<file path="src/rtl/a2d_resp_pkg.sv">
// Shared types and sizes for the A2D SPI response slave.
package a2d_resp_pkg;
    localparam int FRAME_BITS_DEF = 16;
    localparam int CHNL_W         = 3;
    localparam int DATA_W         = 12;
    localparam int NUM_CHNL       = 1 << CHNL_W;
    localparam int SHFT_W         = 16;

    typedef enum logic [1:0] {
        WAIT_HI,
        IDLE,
        XFER
    } state_t;
endpackage

</file>
<file path="src/rtl/spi_edge_synch.sv">
// Two-flop synchronizer plus one edge-detect flop for an asynchronous SPI pin.
module spi_edge_synch #(
    parameter logic RST_VAL = 1'b1
) (
    input  logic clk,
    input  logic rst,
    input  logic din,
    output logic sync,
    output logic rise,
    output logic fall
);
    logic [2:0] ff;

    // shift the pin through the synchronizer and edge-detect stages
    always_ff @(posedge clk) begin
        if (rst) ff <= {3{RST_VAL}};
        else     ff <= {ff[1:0], din};
    end

    assign sync = ff[1];
    assign rise = ff[1] & ~ff[2];
    assign fall = ~ff[1] & ff[2];
endmodule

</file>
<file path="src/rtl/a2d_spi_resp.sv">
// SPI slave returning the channel value selected by the previous valid command frame.
module a2d_spi_resp
    import a2d_resp_pkg::*;
#(
    parameter logic [DATA_W-1:0] RESET_VAL  = 12'h000,
    parameter int                FRAME_BITS = FRAME_BITS_DEF
) (
    input  logic              clk,
    input  logic              rst,
    input  logic              SS_n,
    input  logic              SCLK,
    input  logic              MOSI,
    output logic              MISO,
    input  logic              wr_en,
    input  logic [CHNL_W-1:0] wr_chnl,
    input  logic [DATA_W-1:0] wr_data,
    output logic              cmd_vld,
    output logic [CHNL_W-1:0] cmd_chnl,
    output logic              frame_err
);
    localparam int               CNT_W    = $clog2(FRAME_BITS + 2);
    localparam logic [CNT_W-1:0] CNT_FULL = CNT_W'(FRAME_BITS);
    localparam logic [CNT_W-1:0] CNT_SAT  = CNT_W'(FRAME_BITS + 1);

    state_t                           state, state_nxt;
    logic                             ss_sync, ss_rise, ss_fall;
    logic                             sclk_sync, sclk_rise, sclk_fall;
    logic [2:0]                       mosi_ff;
    logic [1:0]                       settle;
    logic [CNT_W-1:0]                 bit_cnt;
    logic [SHFT_W-1:0]                tx_shft, rx_shft;
    logic [DATA_W-1:0]                result;
    logic [NUM_CHNL-1:0][DATA_W-1:0]  chan_val;
    logic                             frame_ok, frame_bad;
    logic [CHNL_W-1:0]                rx_chnl;

    spi_edge_synch #(.RST_VAL(1'b1)) u_ss (
        .clk(clk), .rst(rst), .din(SS_n),
        .sync(ss_sync), .rise(ss_rise), .fall(ss_fall)
    );

    spi_edge_synch #(.RST_VAL(1'b1)) u_sclk (
        .clk(clk), .rst(rst), .din(SCLK),
        .sync(sclk_sync), .rise(sclk_rise), .fall(sclk_fall)
    );

    // MOSI only needs its level; the third stage keeps it age-matched with the SCLK edge pulse
    always_ff @(posedge clk) begin
        if (rst) mosi_ff <= 3'b000;
        else     mosi_ff <= {mosi_ff[1:0], MOSI};
    end

    // the SS_n synchronizer resets high, so wait until it reflects the real pin before trusting a high level
    always_ff @(posedge clk) begin
        if (rst)                 settle <= 2'd0;
        else if (settle != 2'd2) settle <= settle + 2'd1;
    end

    assign rx_chnl = rx_shft[SHFT_W-3 -: CHNL_W];

    // state register
    always_ff @(posedge clk) begin
        if (rst) state <= WAIT_HI;
        else     state <= state_nxt;
    end

    // next state and frame-end classification
    always_comb begin
        state_nxt = state;
        frame_ok  = 1'b0;
        frame_bad = 1'b0;
        case (state)
            WAIT_HI: if (settle == 2'd2 && ss_sync) state_nxt = IDLE;
            IDLE:    if (ss_fall) state_nxt = XFER;
            XFER: begin
                if (ss_rise) begin
                    state_nxt = IDLE;
                    if (bit_cnt == CNT_FULL && rx_shft[SHFT_W-1 -: 2] == 2'b00) frame_ok  = 1'b1;
                    else                                                        frame_bad = 1'b1;
                end
            end
            default: state_nxt = WAIT_HI;
        endcase
    end

    // shift registers, bit counter, captured result and status pulses
    always_ff @(posedge clk) begin
        if (rst) begin
            bit_cnt   <= '0;
            tx_shft   <= '0;
            rx_shft   <= '0;
            result    <= RESET_VAL;
            cmd_chnl  <= '0;
            cmd_vld   <= 1'b0;
            frame_err <= 1'b0;
        end else begin
            cmd_vld   <= frame_ok;
            frame_err <= frame_bad;
            // chan_val is read before this clock's write lands, so a coincident write is not seen
            if (frame_ok) begin
                cmd_chnl <= rx_chnl;
                result   <= chan_val[rx_chnl];
            end
            if (state == IDLE && ss_fall) begin
                tx_shft <= {{(SHFT_W-DATA_W){1'b0}}, result};
                bit_cnt <= '0;
            end else if (state == XFER && !ss_rise) begin
                if (sclk_rise) begin
                    rx_shft <= {rx_shft[SHFT_W-2:0], mosi_ff[2]};
                    if (bit_cnt != CNT_SAT) bit_cnt <= bit_cnt + CNT_W'(1);
                end
                // the falling edge before the first rise is front porch: bit 15 is already on MISO
                if (sclk_fall && bit_cnt != '0 && bit_cnt < CNT_FULL)
                    tx_shft <= tx_shft << 1;
            end
        end
    end

    // channel value registers, writable in any state
    always_ff @(posedge clk) begin
        if (rst)        chan_val <= {NUM_CHNL{RESET_VAL}};
        else if (wr_en) chan_val[wr_chnl] <= wr_data;
    end

    assign MISO = (state == XFER) && tx_shft[SHFT_W-1];
endmodule

</file>
<file path="config.mk">
export PLATFORM = sky130hd
export DESIGN_NAME = a2d_spi_resp
export DESIGN_NICKNAME = d
export VERILOG_FILES = /design/src/rtl/a2d_resp_pkg.sv /design/src/rtl/spi_edge_synch.sv /design/src/rtl/a2d_spi_resp.sv
export SDC_FILE = /design/constraint.sdc
export NUM_CORES = 1
export LEC_CHECK = 0
export BUFFER_PORTS_ARGS = -buffer_cell sky130_fd_sc_hd__buf_2
export CORE_MARGIN = 3
export CORE_UTILIZATION = 30
export CTS_BUF_LIST = sky130_fd_sc_hd__clkbuf_8
export CTS_CLUSTER_DIAMETER = 200
export DETAILED_ROUTE_END_ITERATION = 12
export GPL_TIMING_DRIVEN = 1
export PLACE_DENSITY = 0.45
export SLEW_MARGIN = 40
export SYNTH_ARGS = -nofsm -noshare
export SYNTH_HDL_FRONTEND = slang
export SYNTH_HIERARCHICAL = 1
export SYNTH_SLANG_ARGS = --single-unit
</file>
<file path="constraint.sdc">
create_clock -name clk -period 4.88 [get_ports clk]
set_input_delay 0.488 -clock clk [delete_from_list [all_inputs] [get_ports clk]]
set_output_delay 0.488 -clock clk [all_outputs]
set_load 0.02 [all_outputs]
</file>
==> reports/results.txt, run 1 <==
outcome - complete, no violations
die extent in x - 155 um
hpwl dp - 10900 um
switch share - 0.247
Worst R2R Start - u_sclk/ff[1]
Tcrit/Tclk final - 0.462
worst-skew pair later-pin latency - 0.46 ns
Post-synth top cells - nand2_1, dfxtp_1, a21oi_1
Tmin final - 2.26 ns
number of global-route vias before repair - 4941
Yosys reg bits - 163
Clk pwr share - 0.413
Post-Syn Area per Cell - 8.72 sq um
pin count of the biggest net entering global routing - 86
min-delay src - SS_n
aggregate global routing overflow - 0
CTS tree - done
routability cong. - 0.781
root buffer cell - clkbuf_8
fin cells - 1045
Flop pwr share - 0.531
Worst Path Required - 5.21 ns
predominant post-synthesis flop cell - dfxtp_1
NetSw - 0.641 mW
GR Util met3 - 0.0283
vias - 5062
global routing's busiest layer - met2
Nets - 782
hold path endpoint - u_ss/ff[0]
CTS buffer count - 17
cell taking the most area after synthesis - dfxtp_1
endpoint class of the critical path - flop
Int Pwr - 1.96 mW
Port Buffers - 26
Reg-to-Reg End - bit_cnt[1]
core area - 21400 sq um
dpl cells - 1013
sequential share of the synthesized area - 0.493
routed vias/inst - 4.84
Max Slew Vio Count - 0
initial DRC count - 290
Arr. time, crit path - 2.58 ns
clock sinks - 163
Max-slew headroom - 0.481
Final Hold Viols - 0
io pins - 27
GR Layer Usage met1 - 0.187
Cells after Synth - 760
top cells by area, synth - dfxtp_1, nand2_1, a21oi_1, mux4_2, mux2i_1
setup TNS - 0 ns
Syn Std Cell Area - 6630 sq um
worst hold path class - in -> reg
asr flop ratio synth - 0
total power - 2.60 mW
max-cap viol count - 0
initial core utilization - 0.310
initial antenna violation count - 0
WL final - 17300 um
final number of setup-violating endpoints - 0
RSZ-0062 raised after global routing - no
ANT nets after route - 0
R2R setup slack - 2.62 ns
Post-synth EDFFs - 0
Cell Rows - 53
Synth cell types - 38
Antenna diodes - 0
grt met2 use - 0.256
layout cells sized above 1 - 0.136
# hold bufs at CTS - 0
post-CTS sizing - 0
CTS Buffer Depth - 2
CP startpoint kind - flop
Power Density - 351 nW/um^2
most common cell in the synthesized netlist - nand2_1
WL per Instance - 16.6 um
Max VDD drop - 0.000176 V
Area Growth Syn to Fin - 11.7%
path depth of the worst reg2reg path - 5
Critical Path Fanout Max - 18
clock skew - 0.0149 ns
Clock transition at path regs - 0.09 ns
Die H - 155 um
Remaining DRCs - 0
Hold Path Depth - 2
Leak Pwr - 2.37 nW
GRT Resource Usage Total - 0.148
iteration count of the initial detailed-routing pass - 5
synth warn - 6
die footprint - 23900 sq um
worst-margin pin slew - 0.778 ns
combinational fraction of design power - 0.057
Setup Fix Bufs, Post-CTS - 0
syn_nets - 785
maximum clock frequency - 443 MHz
H-tree lvl count - 4
top cell type's share of synthesized area - 0.493
first-pass GRT wire length - 27800 um
kind of critical path - reg -> reg
final core utilization - 0.346
==> cell type report <==
type                    count  area (sq um)
fillers                  2233         14000
flip-flops and latches    163          3260
multi-input cells         528          3080
well taps                 275           344
clock buffers              19           262
repair buffers             41           253
clock inverters            13           174
inverters                   6          22.5
==> how the worst max path moves through the flow <==
stage            startpoint    endpoint  cells past startpoint  slack (ns)
2_1_floorplan    u_ss/ff[1]  tx_shft[6]                      6        2.83
3_3_place_gp    rx_shft[11]  result[11]                      4        2.73
3_5_place_dp   u_sclk/ff[1]  bit_cnt[1]                      5        2.64
4_1_cts        u_sclk/ff[1]  bit_cnt[1]                      5        2.61
5_1_grt        u_sclk/ff[1]  bit_cnt[1]                      5        2.48
6_report       u_sclk/ff[1]  bit_cnt[1]                      5        2.62
==> worst max-delay path: stages (launching register included) <==
cell and delay, ns:
dfxtp_1 0.35, nor2b_1 0.18, or4bb_1 0.83, a31oi_1 0.45
mux2i_1 0.26, nor2_1 0.05
==> sequential cells by signal, summed over array words and instances, names as in the netlist, 3 cells and up <==
register,count
chan_val,96
rx_shft,16
tx_shft,16
result,12
bit_cnt,5
cmd_chnl,3
mosi_ff,3
u_sclk/ff,3
u_ss/ff,3
==> layer usage <==
layer	vias up	part of all wire
met5	-	0
met4	0	0.014
met3	19	0.035
met2	90	0.49
met1	2425	0.46
li1	2528	-
==> placed cells by master (no fill, tap or decap), drive strengths merged, types with 2 or more instances in the layout <==
master,n
nand2,242
dfxtp,163
a21oi,115
buf,41
nor2,36
mux2i,31
mux4,24
clkbuf,19
a211oi,12
o21ai,12
nor2b,10
inv,10
or2,6
nand2b,5
nand3,4
ha,4
nor3,4
clkinv,4
nand4,3
xor2,3
nand3b,3
bufinv,3
clkinvlp,2
and2b,2
or3b,2
==> cell families (layout without fill, tap and decap cells) <==
family / Yosys count / count (layout) / synth area share
AND/OR/NAND/NOR: 321 / 321 / 0.203
flip-flops: 163 / 163 / 0.493
AO/OA/AOI/OAI: 143 / 143 / 0.117
buffers and inverters: 69 / 79 / 0.0446
multiplexers: 56 / 56 / 0.130
adder cells (fa/ha/maj): 4 / 4 / 0.00755
XOR/XNOR: 4 / 4 / 0.00529
==> power by group through the flow <==
stage | clock network (mW) | logic [mW] | registers, mW
after global routing | 1.15 | 0.167 | 1.38
final | 1.07 | 0.147 | 1.38
after CTS | 1.10 | 0.149 | 1.38
after floorplan | 0 | 0.110 | 1.40
after detailed placement | 0 | 0.148 | 1.41
after global placement | 0 | 0.145 | 1.41
==> through the flow <==
stage	setup slack, ns	hold slack (ns)	area, sq um
after floorplan	2.83	0.385	6630
after global placement	2.73	0.416	6940
final	2.62	0.220	7400
after CTS	2.61	0.190	7390
after detailed placement	2.64	0.399	6950
after global routing	2.48	0.199	7400
Power figures use the tool's default switching activity.
==> run 2: changes to the inputs <==
Settings changed: ABC_AREA set to 1.
Clock period 4.88 ns to 2.25 ns, I/O delays scaled along.
==> reports/results.txt, run 2 <==
root buffer cell - clkbuf_8
synth warn - 6
predominant post-synthesis flop cell - dfxtp_1
clock skew - 0.0124 ns
clock sinks - 163
Setup Fix Bufs, Post-CTS - 0
WL per Instance - 13.9 um
critical path cell sequence - inv_1 > ha_1 > inv_1 > nor2_1 > nand2_1 > nor2_8 > inv_2 > nand2_1 > a21oi_2
Cell Rows - 55
routability cong. - 0.726
worst-margin pin slew - 0.659 ns
Placement Cell Area - 7530 sq um
commonest cells after routing, fill and taps aside - nand2_1, dfxtp_1, inv_1, o21ai_0, a21oi_1
ANT nets after route - 0
kind of critical path - reg -> reg
CP delay by family, top - simple AND/OR/NAND/NOR gates
top cells by area, synth - dfxtp_1, nand2_1, o21ai_0, a21oi_1, inv_1
most common cell after layout, fill and taps aside - nand2_1
Nets - 1028
final number of setup-violating endpoints - 0
CP startpoint kind - flop
crit path buf inv count - 3
iteration count of the initial detailed-routing pass - 5
sequential share of the synthesized area - 0.459
maximum clock frequency - 581 MHz
Leak Pwr - 3.32 nW
aggregate global routing overflow - 0
Tcrit/Tclk final - 0.764
Crit-path slowest cell - dfxtp_1
endpoint class of the critical path - flop
Final Hold Viols - 0
worst-skew pair later-pin latency - 0.45 ns
Area Growth Syn to Fin - 12.6%
die footprint - 25600 sq um
CTS buffer count - 17
Synth cell types - 30
initial core utilization - 0.310
Post-synth EDFFs - 0
cell taking the most area after synthesis - dfxtp_1
fin cells - 1329
top cell type's share of synthesized area - 0.459
max-cap viol count - 0
most common cell in the synthesized netlist - nand2_1
post-place setup slack - 0.532 ns
asr flop ratio synth - 0
largest registers - chan_val x96, rx_shft x16, tx_shft x16
core area - 23000 sq um
Port Buffers - 26
Tmin final - 1.72 ns
Antenna diodes - 0
setup TNS - 0 ns
highest cell delay on the worst timing path - 0.35 ns
number of global-route vias before repair - 5479
Worst Path Required - 2.58 ns
Cells after Synth - 993
dpl cells - 1294
max reg flops - 96
initial antenna violation count - 0
Post-synth top cells - nand2_1, dfxtp_1, inv_1
Reg with most FFs - chan_val
Clock transition at path regs - 0.09 ns
Power Density - 732 nW/um^2
CTS Buffer Depth - 2
RSZ-0062 raised after global routing - no
first-pass GRT wire length - 30200 um
Max-slew headroom - 0.560
final worst setup slack - 0.530 ns
Max VDD drop - 0.000301 V
syn_nets - 1018
Die H - 160 um
initial DRC count - 323
Post-Syn Area per Cell - 7.17 sq um
Remaining DRCs - 0
pin count of the biggest net entering global routing - 55
final core utilization - 0.349
GRT Resource Usage Total - 0.148
vias - 5995
Yosys reg bits - 163
io pins - 27
WL final - 18400 um
H-tree lvl count - 4
Critical Path Fanout Max - 16
CTS tree - done
outcome - complete, no violations
routed vias/inst - 4.51
Arr. time, crit path - 2.05 ns
hpwl dp - 11400 um
worst hold path class - in -> reg
die extent in x - 160 um
layout cells sized above 1 - 0.120
cell area after layout - 8010 sq um
final-layout fill cell count - 2519
Max Slew Vio Count - 0
Syn Std Cell Area - 7120 sq um
run 2: cell count changes after synthesis, sizes merged, moves of 5 or more:
cell / before / now
inv: 6 / 146
o21ai: 12 / 121
nand3: 4 / 94
nand2: 242 / 192
nor2: 36 / 83
mux2i: 31 / 0
mux4: 24 / 0
clkbuf: 50 / 35
a211oi: 12 / 0
buf: 13 / 23
nor2b: 10 / 0
a21oi: 115 / 122
or2: 6 / 0
nand2b: 5 / 0
run 2: final cells by class:
class / instances / area, sq um / share of cell area
Sequential cell: 163 / 3260 / 0.407
Multi-Input combinational cell: 625 / 3010 / 0.375
Inverter: 147 / 552 / 0.0689
Tap cell: 313 / 392 / 0.0489
Timing Repair Buffer: 49 / 348 / 0.0434
Clock buffer: 22 / 303 / 0.0378
Clock inverter: 10 / 146 / 0.0183
run 2: cell families (layout without fill, tap and decap cells):
| group | count (synthesis) | count (layout) | share of synthesized area |
|---|---|---|---|
| XOR/XNOR | 2 | 2 | 0.00246 |
| flip-flops | 163 | 163 | 0.459 |
| buffers and inverters | 205 | 228 | 0.119 |
| AO/OA/AOI/OAI | 244 | 244 | 0.175 |
| AND/OR/NAND/NOR | 375 | 375 | 0.238 |
| adder cells (fa/ha/maj) | 4 | 4 | 0.00703 |
run 2: per-stage QoR:
stage               hold WS, ns  power [mW]
floorplan                 0.294        3.42
global placement          0.385        3.54
detailed placement        0.392        3.54
CTS                      0.0543        5.96
global route             0.0695        6.17
finish                   0.0903        5.87
run 2: worst paths after layout:
path / from / end / slack, ns / cells past startpoint
min: wr_chnl[0] / chan_val[59] / 0.09 / 4
max reg2reg: bit_cnt[0] / result[9] / 0.53 / 9
max: bit_cnt[0] / result[9] / 0.53 / 9
min reg2reg: u_sclk/ff[0] / u_sclk/ff[1] / 0.41 / 2
run 2: what timing repair did:
action / in CTS / in global routing
hold buffers: 3 / 0
resized for setup: 0 / 0
endpoints found under the hold margin: 3 / 0
run 2: worst reg2reg max path: stages (launching register included):
cell	delay [ns]
dfxtp_1	0.35
inv_1	0.09
ha_1	0.16
inv_1	0.04
nor2_1	0.09
nand2_1	0.13
nor2_8	0.33
inv_2	0.22
nand2_1	0.13
a21oi_2	0.06
run 2: power by group:
| group | switching (mW) | internal [mW] | total (mW) |
|---|---|---|---|
| Clock | 1.14 | 1.25 | 2.39 |
| Combinational | 0.292 | 0.156 | 0.448 |
| Sequential | 0.0443 | 2.98 | 3.03 |
| Total | 1.47 | 4.39 | 5.87 |
run 2: per-layer routing:
metal / track usage / routed length [um] / up-vias
met2: 0.242 / 8800 / 80
met1: 0.200 / 8850 / 2725
met3: 0.0241 / 585 / 13
met5: 0 / 0 / -
li1: - / - / 3177
met4: 0.0450 / 180 / 0
